<file path="config.mk">
export PLATFORM = sky130hd
export DESIGN_NAME = regfile_sb
export DESIGN_NICKNAME = d
export VERILOG_FILES = /design/src/rtl/regfile_pkg.sv /design/src/rtl/regfile_wb_select.sv /design/src/rtl/regfile_sb.sv
export SDC_FILE = /design/constraint.sdc
export NUM_CORES = 2
export LEC_CHECK = 0
export CELL_PAD_IN_SITES_DETAIL_PLACEMENT = 0
export CELL_PAD_IN_SITES_GLOBAL_PLACEMENT = 2
export CORE_MARGIN = 8
export CORE_UTILIZATION = 40
export CTS_CLUSTER_DIAMETER = 120
export CTS_CLUSTER_SIZE = 40
export DETAILED_ROUTE_END_ITERATION = 10
export PLACE_DENSITY_LB_ADDON = 0.1
export SLEW_MARGIN = 20
export SYNTH_ARGS = -nofsm -noshare
export SYNTH_HDL_FRONTEND = slang
export SYNTH_SLANG_ARGS = --single-unit
</file>
<file path="constraint.sdc">
create_clock -name clk -period 4.2 [get_ports clk]
set_clock_uncertainty 0.05 [all_clocks]
set_input_delay 0.42 -clock clk [delete_from_list [all_inputs] [get_ports clk]]
set_output_delay 0.42 -clock clk [all_outputs]
set_load 0.1 [all_outputs]
</file>
<file path="src/rtl/regfile_pkg.sv">
// rtl/regfile_pkg.sv - shared defaults and per-register record for the scoreboarded register file
package regfile_pkg;

    localparam int RF_INDEX       = 5;
    localparam int RF_WIDTH       = 32;
    localparam int RF_TAG         = 4;
    localparam int RF_READ_PORTS  = 2;
    localparam int RF_WRITE_PORTS = 3;

    typedef struct packed {
        logic [RF_WIDTH-1:0] data;
        logic                busy;
        logic [RF_TAG-1:0]   tag;
    } rf_entry_t;

endpackage

</file>
<file path="src/rtl/regfile_wb_select.sv">
// rtl/regfile_wb_select.sv - highest-index-wins writeback match for one register address
module regfile_wb_select
    import regfile_pkg::*;
#(
    parameter int s_index         = RF_INDEX,
    parameter int s_width         = RF_WIDTH,
    parameter int s_tag           = RF_TAG,
    parameter int num_write_ports = RF_WRITE_PORTS
) (
    input  logic [s_index-1:0]                       addr,
    input  logic [s_tag-1:0]                         ref_tag,
    input  logic [num_write_ports-1:0]               wb_valid,
    input  logic [num_write_ports-1:0][s_index-1:0]  wb_dest,
    input  logic [num_write_ports-1:0][s_tag-1:0]    wb_tag,
    input  logic [num_write_ports-1:0][s_width-1:0]  wb_data,
    output logic                                     hit,
    output logic [s_width-1:0]                       data,
    output logic                                     tag_hit
);

    // Ascending scan: a later port overwrites data, so the highest index wins.
    // tag_hit is an OR over every matching port, not just the winner.
    always_comb begin
        hit     = 1'b0;
        data    = '0;
        tag_hit = 1'b0;
        for (int p = 0; p < num_write_ports; p++) begin
            if (wb_valid[p] && wb_dest[p] == addr) begin
                hit  = 1'b1;
                data = wb_data[p];
                if (wb_tag[p] == ref_tag) begin
                    tag_hit = 1'b1;
                end
            end
        end
    end

endmodule

</file>
<file path="src/rtl/regfile_sb.sv">
// rtl/regfile_sb.sv - multi-port register file with busy/tag scoreboard and same-cycle bypass
module regfile_sb
    import regfile_pkg::*;
#(
    parameter int s_index         = RF_INDEX,
    parameter int s_width         = RF_WIDTH,
    parameter int s_tag           = RF_TAG,
    parameter int num_read_ports  = RF_READ_PORTS,
    parameter int num_write_ports = RF_WRITE_PORTS
) (
    input  logic                                     clk,
    input  logic                                     rst_n,
    input  logic                                     flush,
    input  logic                                     alloc_valid,
    input  logic [s_index-1:0]                       alloc_dest,
    input  logic [s_tag-1:0]                         alloc_tag,
    input  logic [num_write_ports-1:0]               wb_valid,
    input  logic [num_write_ports-1:0][s_index-1:0]  wb_dest,
    input  logic [num_write_ports-1:0][s_tag-1:0]    wb_tag,
    input  logic [num_write_ports-1:0][s_width-1:0]  wb_data,
    input  logic [num_read_ports-1:0][s_index-1:0]   rd_src,
    output logic [num_read_ports-1:0][s_width-1:0]   rd_data,
    output logic [num_read_ports-1:0]                rd_busy,
    output logic [num_read_ports-1:0][s_tag-1:0]     rd_tag
);

    localparam int NREG = 2**s_index;

    rf_entry_t          regs_q      [NREG];
    rf_entry_t          regs_d      [NREG];
    logic               reg_hit     [NREG];
    logic [s_width-1:0] reg_wb_data [NREG];
    logic               reg_tag_hit [NREG];

    for (genvar i = 0; i < NREG; i++) begin : g_reg
        localparam logic [s_index-1:0] ADDR = s_index'(i);
        regfile_wb_select #(
            .s_index         (s_index),
            .s_width         (s_width),
            .s_tag           (s_tag),
            .num_write_ports (num_write_ports)
        ) u_sel (
            .addr     (ADDR),
            .ref_tag  (regs_q[i].tag),
            .wb_valid (wb_valid),
            .wb_dest  (wb_dest),
            .wb_tag   (wb_tag),
            .wb_data  (wb_data),
            .hit      (reg_hit[i]),
            .data     (reg_wb_data[i]),
            .tag_hit  (reg_tag_hit[i])
        );
    end

    // Priority on busy/tag: flush > allocation > tag-matched writeback.
    always_comb begin
        for (int i = 0; i < NREG; i++) begin
            regs_d[i] = regs_q[i];
            if (i == 0) begin
                regs_d[i] = '0;
            end else begin
                if (reg_hit[i]) begin
                    regs_d[i].data = reg_wb_data[i];
                end
                if (flush) begin
                    regs_d[i].busy = 1'b0;
                end else if (alloc_valid && alloc_dest == s_index'(i)) begin
                    regs_d[i].busy = 1'b1;
                    regs_d[i].tag  = alloc_tag;
                end else if (regs_q[i].busy && reg_tag_hit[i]) begin
                    regs_d[i].busy = 1'b0;
                end
            end
        end
    end

    always_ff @(posedge clk or negedge rst_n) begin
        if (!rst_n) begin
            for (int i = 0; i < NREG; i++) begin
                regs_q[i] <= '0;
            end
        end else begin
            regs_q <= regs_d;
        end
    end

    for (genvar r = 0; r < num_read_ports; r++) begin : g_rd
        rf_entry_t          ent;
        logic               byp_hit;
        logic [s_width-1:0] byp_data;
        logic               byp_tag_hit;
        logic [s_width-1:0] port_data;
        logic               port_busy;
        logic [s_tag-1:0]   port_tag;

        assign ent = regs_q[rd_src[r]];

        regfile_wb_select #(
            .s_index         (s_index),
            .s_width         (s_width),
            .s_tag           (s_tag),
            .num_write_ports (num_write_ports)
        ) u_sel (
            .addr     (rd_src[r]),
            .ref_tag  (ent.tag),
            .wb_valid (wb_valid),
            .wb_dest  (wb_dest),
            .wb_tag   (wb_tag),
            .wb_data  (wb_data),
            .hit      (byp_hit),
            .data     (byp_data),
            .tag_hit  (byp_tag_hit)
        );

        // Gating on rst_n keeps bypass inputs from leaking out during reset.
        always_comb begin
            port_data = '0;
            port_busy = 1'b0;
            port_tag  = '0;
            if (rst_n && rd_src[r] != '0) begin
                port_data = byp_hit ? byp_data : ent.data;
                port_busy = ent.busy && !byp_tag_hit;
                port_tag  = ent.tag;
            end
        end

        assign rd_data[r] = port_data;
        assign rd_busy[r] = port_busy;
        assign rd_tag[r]  = port_tag;
    end

endmodule

</file>
==> results.toml <==
[setup_path]
cpMaxStageDelayCell = "a21oi_1"
path_cells = "buf_4, buf_4, xnor2_1, nor4b_1, and3_1, buf_4, nand2_1, a21oi_1, buf_4, buf_12"
endpoint_kind = "output port"
cp-start-kind = "input pin"
cp.required_ns = 3.73
crit_path_frequent_cell = "buf_4"
cp_slowest_stage_delay_ns = 0.56
critPathKind = "input pin to output port"
cp_data_arrival_time_ns = 3.87
rr_worst_depth = 4
crit_fanout = 22

[timing]
final.setup.tns_ns = -0.224
post-route-min-period_ns = 4.34
rsz0062_at_grt = "false"
hold_slack_ns = 0.0411
drv_slew = 0
tightest_slew_ns = 1.23
max_freq_mhz = 230
slew-limit-headroom_pct = 17.5
worst_slack_ns = -0.140
min_period_over_period_pct = 103
finalSetupViolCount = 3
hold_viol_final = 0

[route]
via_per_inst = 7.97
ant_nets = 0
first_pass_iters = 9
vias = 83400
drt_wl_total_mm = 502
route.detailed.drc = 0
first_iter_violations = 14900
routedWlPerCell_um = 48.0

[pwr]
cellPowerDensity_nw_per_um2 = 425
peakVddDrop_uv = 363
p_total_mw = 38.0
internal_power_mw = 22.8
p_switching_mw = 15.1
seq_power_share_pct = 44.4
combPwrFrac_pct = 36.2
p_leak_nw = 33.1
pwr-share-clk_pct = 19.5
sw_frac_of_total_pct = 39.9

[hold_path]
hold_path.class = "input pin to asynchronous set/reset pin"

[cts]
clockBufferDepth = 3
cts_setup_buffers = 0
path_clk_slew_ns = 0.12
numClockSinks = 1147
root_buffer = "clkbuf_16"
h-tree-depth = 2
clkLatencyLatePin_ns = 0.76
cts_buffers = 47
cts_tree = "built"

[grt]
first_global_vias = 79500
grt_max_degree = 150
grt_pass1_wl_mm = 681
grt_overflow = 0
grt_usage_pct = 44.5
antenna_found_initial = 38

[floorplan]
die_h_um = 464
num_io_pins = 223
rows = 164
fp.coreArea_sq_um = 199000
initial_core_util_pct = 40.2
die_w_um = 464
die_area_sq_um = 215000

[logic_synthesis]
synth_most_common_cell = "o22ai_1"
synth_area_leaders = "dfrtp_1 (36%), mux4_2 (17%), o22ai_1 (10%), a22oi_1 (6.9%), clkbuf_1 (4.3%)"
synth_area_per_cell_sq_um = 9.90
synth_top_family_by_area = "compound AO/OA/AOI/OAI gates"
muxShareOfSynthArea_pct = 20.8
ys_seq_elements = 1147
netlist.area_leader.share_pct = 35.8
yosys_warnings = 0
synth_adder_area_share_pct = 0
synth-simple-area-share_pct = 5.52
synth_area_leader_cell = "dfrtp_1"
synthTopCellsByCount = "o22ai_1 (1,289), dfrtp_1 (1,147), clkbuf_1 (918), a22oi_1 (734), a21oi_1 (685)"
synth_edf_count = 0
synth-xor-area-share_pct = 4.58
ys.flop_type = "dfrtp_1"
syn_nets = 8241
synth_compound_area_share_pct = 26.8
netlist_area_sq_um = 80100
synth_cell_types = 70
async_flop_share_pct = 100
synth_seq_area_share_pct = 35.8
syn_inst = 8092

[status]
failed_checks = "setup timing"
status = "finished with violations"

[place]
postPlaceCellArea_sq_um = 87300
io_buffers = 222
hpwl_mm = 323
gp_congestion = 1.01

[cells_and_area]
syn2layout_area_growth_pct = 11.5
design_area_sq_um = 89300
seqCellArea_sq_um = 28700
num-fill-cells = 19000
fin_util_pct = 44.8
largest_register_ffs = 1147
multi_input_area_sq_um = 46800
largest_register = "regs_q"
num-nets-final = 7897
top_regs = "regs_q: 1147 flops"
drive_above_1_share_pct = 23.7

[job]
maxCapViolCount = 0
## worst max-delay path: cells and delay by family
family,cells,cell delay [ns]
AOI/OAI and AO/OA,1,0.56
buffers and inverters,5,1.80
and+or+nand+nor,3,0.86
xor gates and xnor gates,1,0.19
## cell families (layout without fill, tap and decap cells)
group           after synthesis  after routing
mux                         875            875
compound gates             3410           3410
flops                      1147           1147
buf+inv                    1293            985
xor+xnor                    419            419
other cells                   0             25
simple gates                948            948
## cells in the final DEF, fill, tap and decap left out, types with 15 or more instances in the layout
cell type and n:
buf_2 75, nand2_2 29, a32oi_1 33, nor4_1 42, nand2b_1 58, o22ai_1 1289, nor2_2 33, diode_2 25
a22oi_1 734, xor2_1 210, o2bb2ai_1 28, nor3_1 49, buf_4 594, o21ai_1 36, nor2_1 250, a41o_1 17
clkdlybuf4s50_1 63, o21ai_0 408, a221oi_1 15, mux2_2 175, mux4_2 612, mux2i_1 88, nand3_1 86, a21oi_1 683
clkbuf_16 49, dfrtp_1 1147, o2111ai_1 22, nor3_2 28, nand3_2 18, nand4_1 47, nor2b_1 35, xnor2_1 209
buf_12 147, nand2_1 216, o211ai_1 29
## final cells by class
type	instances	area share (%)
Clock buffer	52	1.42
Sequential cell	1147	32.1
Inverter	11	0.0518
Antenna cell	25	0.0700
Clock inverter	33	0.671
Multi-Input combinational cell	5652	52.4
Timing Repair Buffer	889	9.55
Tap cell	2656	3.72
## per-layer routing
metal	global-route usage, %	vias up	routed length [um]
met5	0.468	-	356
met4	27.1	30	38200
met3	19.8	1794	78500
met2	61.2	8038	203000
met1	57.0	42600	182000
li1	-	31000	-
## through the flow
step / setup WS (ns) / instances
floorplan: 0.0143 / 8092
global placement: -0.357 / 10400
detailed placement: -0.249 / 10400
global route: 0.00890 / 10400
finish: -0.140 / 10500
CTS: 0.0128 / 10400
## power groups by stage
stage          clock network, mW  registers (mW)  logic, mW
6_report                    7.40            16.8       13.7
4_1_cts                     7.41            16.6       13.3
5_1_grt                     7.69            17.1       14.3
3_3_place_gp                   0            16.7       13.0
2_1_floorplan                  0            15.4       9.27
3_5_place_dp                   0            16.8       13.3
## path summary, 6_finish.rpt
| path | slack [ns] | start | to |
|---|---|---|---|
| min in group clk | 0.06 | wb_data[71] | regs_q[715] |
| worst max-delay path | -0.14 | rd_src[4] | rd_data[19] |
| worst min-delay path | 0.04 | rst_n | regs_q[291] |
| worst max register to register | 2.27 | regs_q[333] | regs_q[337] |
| max in group asynchronous | 1.97 | rst_n | regs_q[602] |
| worst min register to register | 0.50 | regs_q[600] | regs_q[600] |
## what timing repair did
action                     in CTS  in global routing
hold endpoints to repair      115                  0
pin swaps                       0                  0
hold buffers                    3                  0
gates resized for setup         5                 10
setup endpoints to repair       4                  8
(Power assumes the default switching activity.)
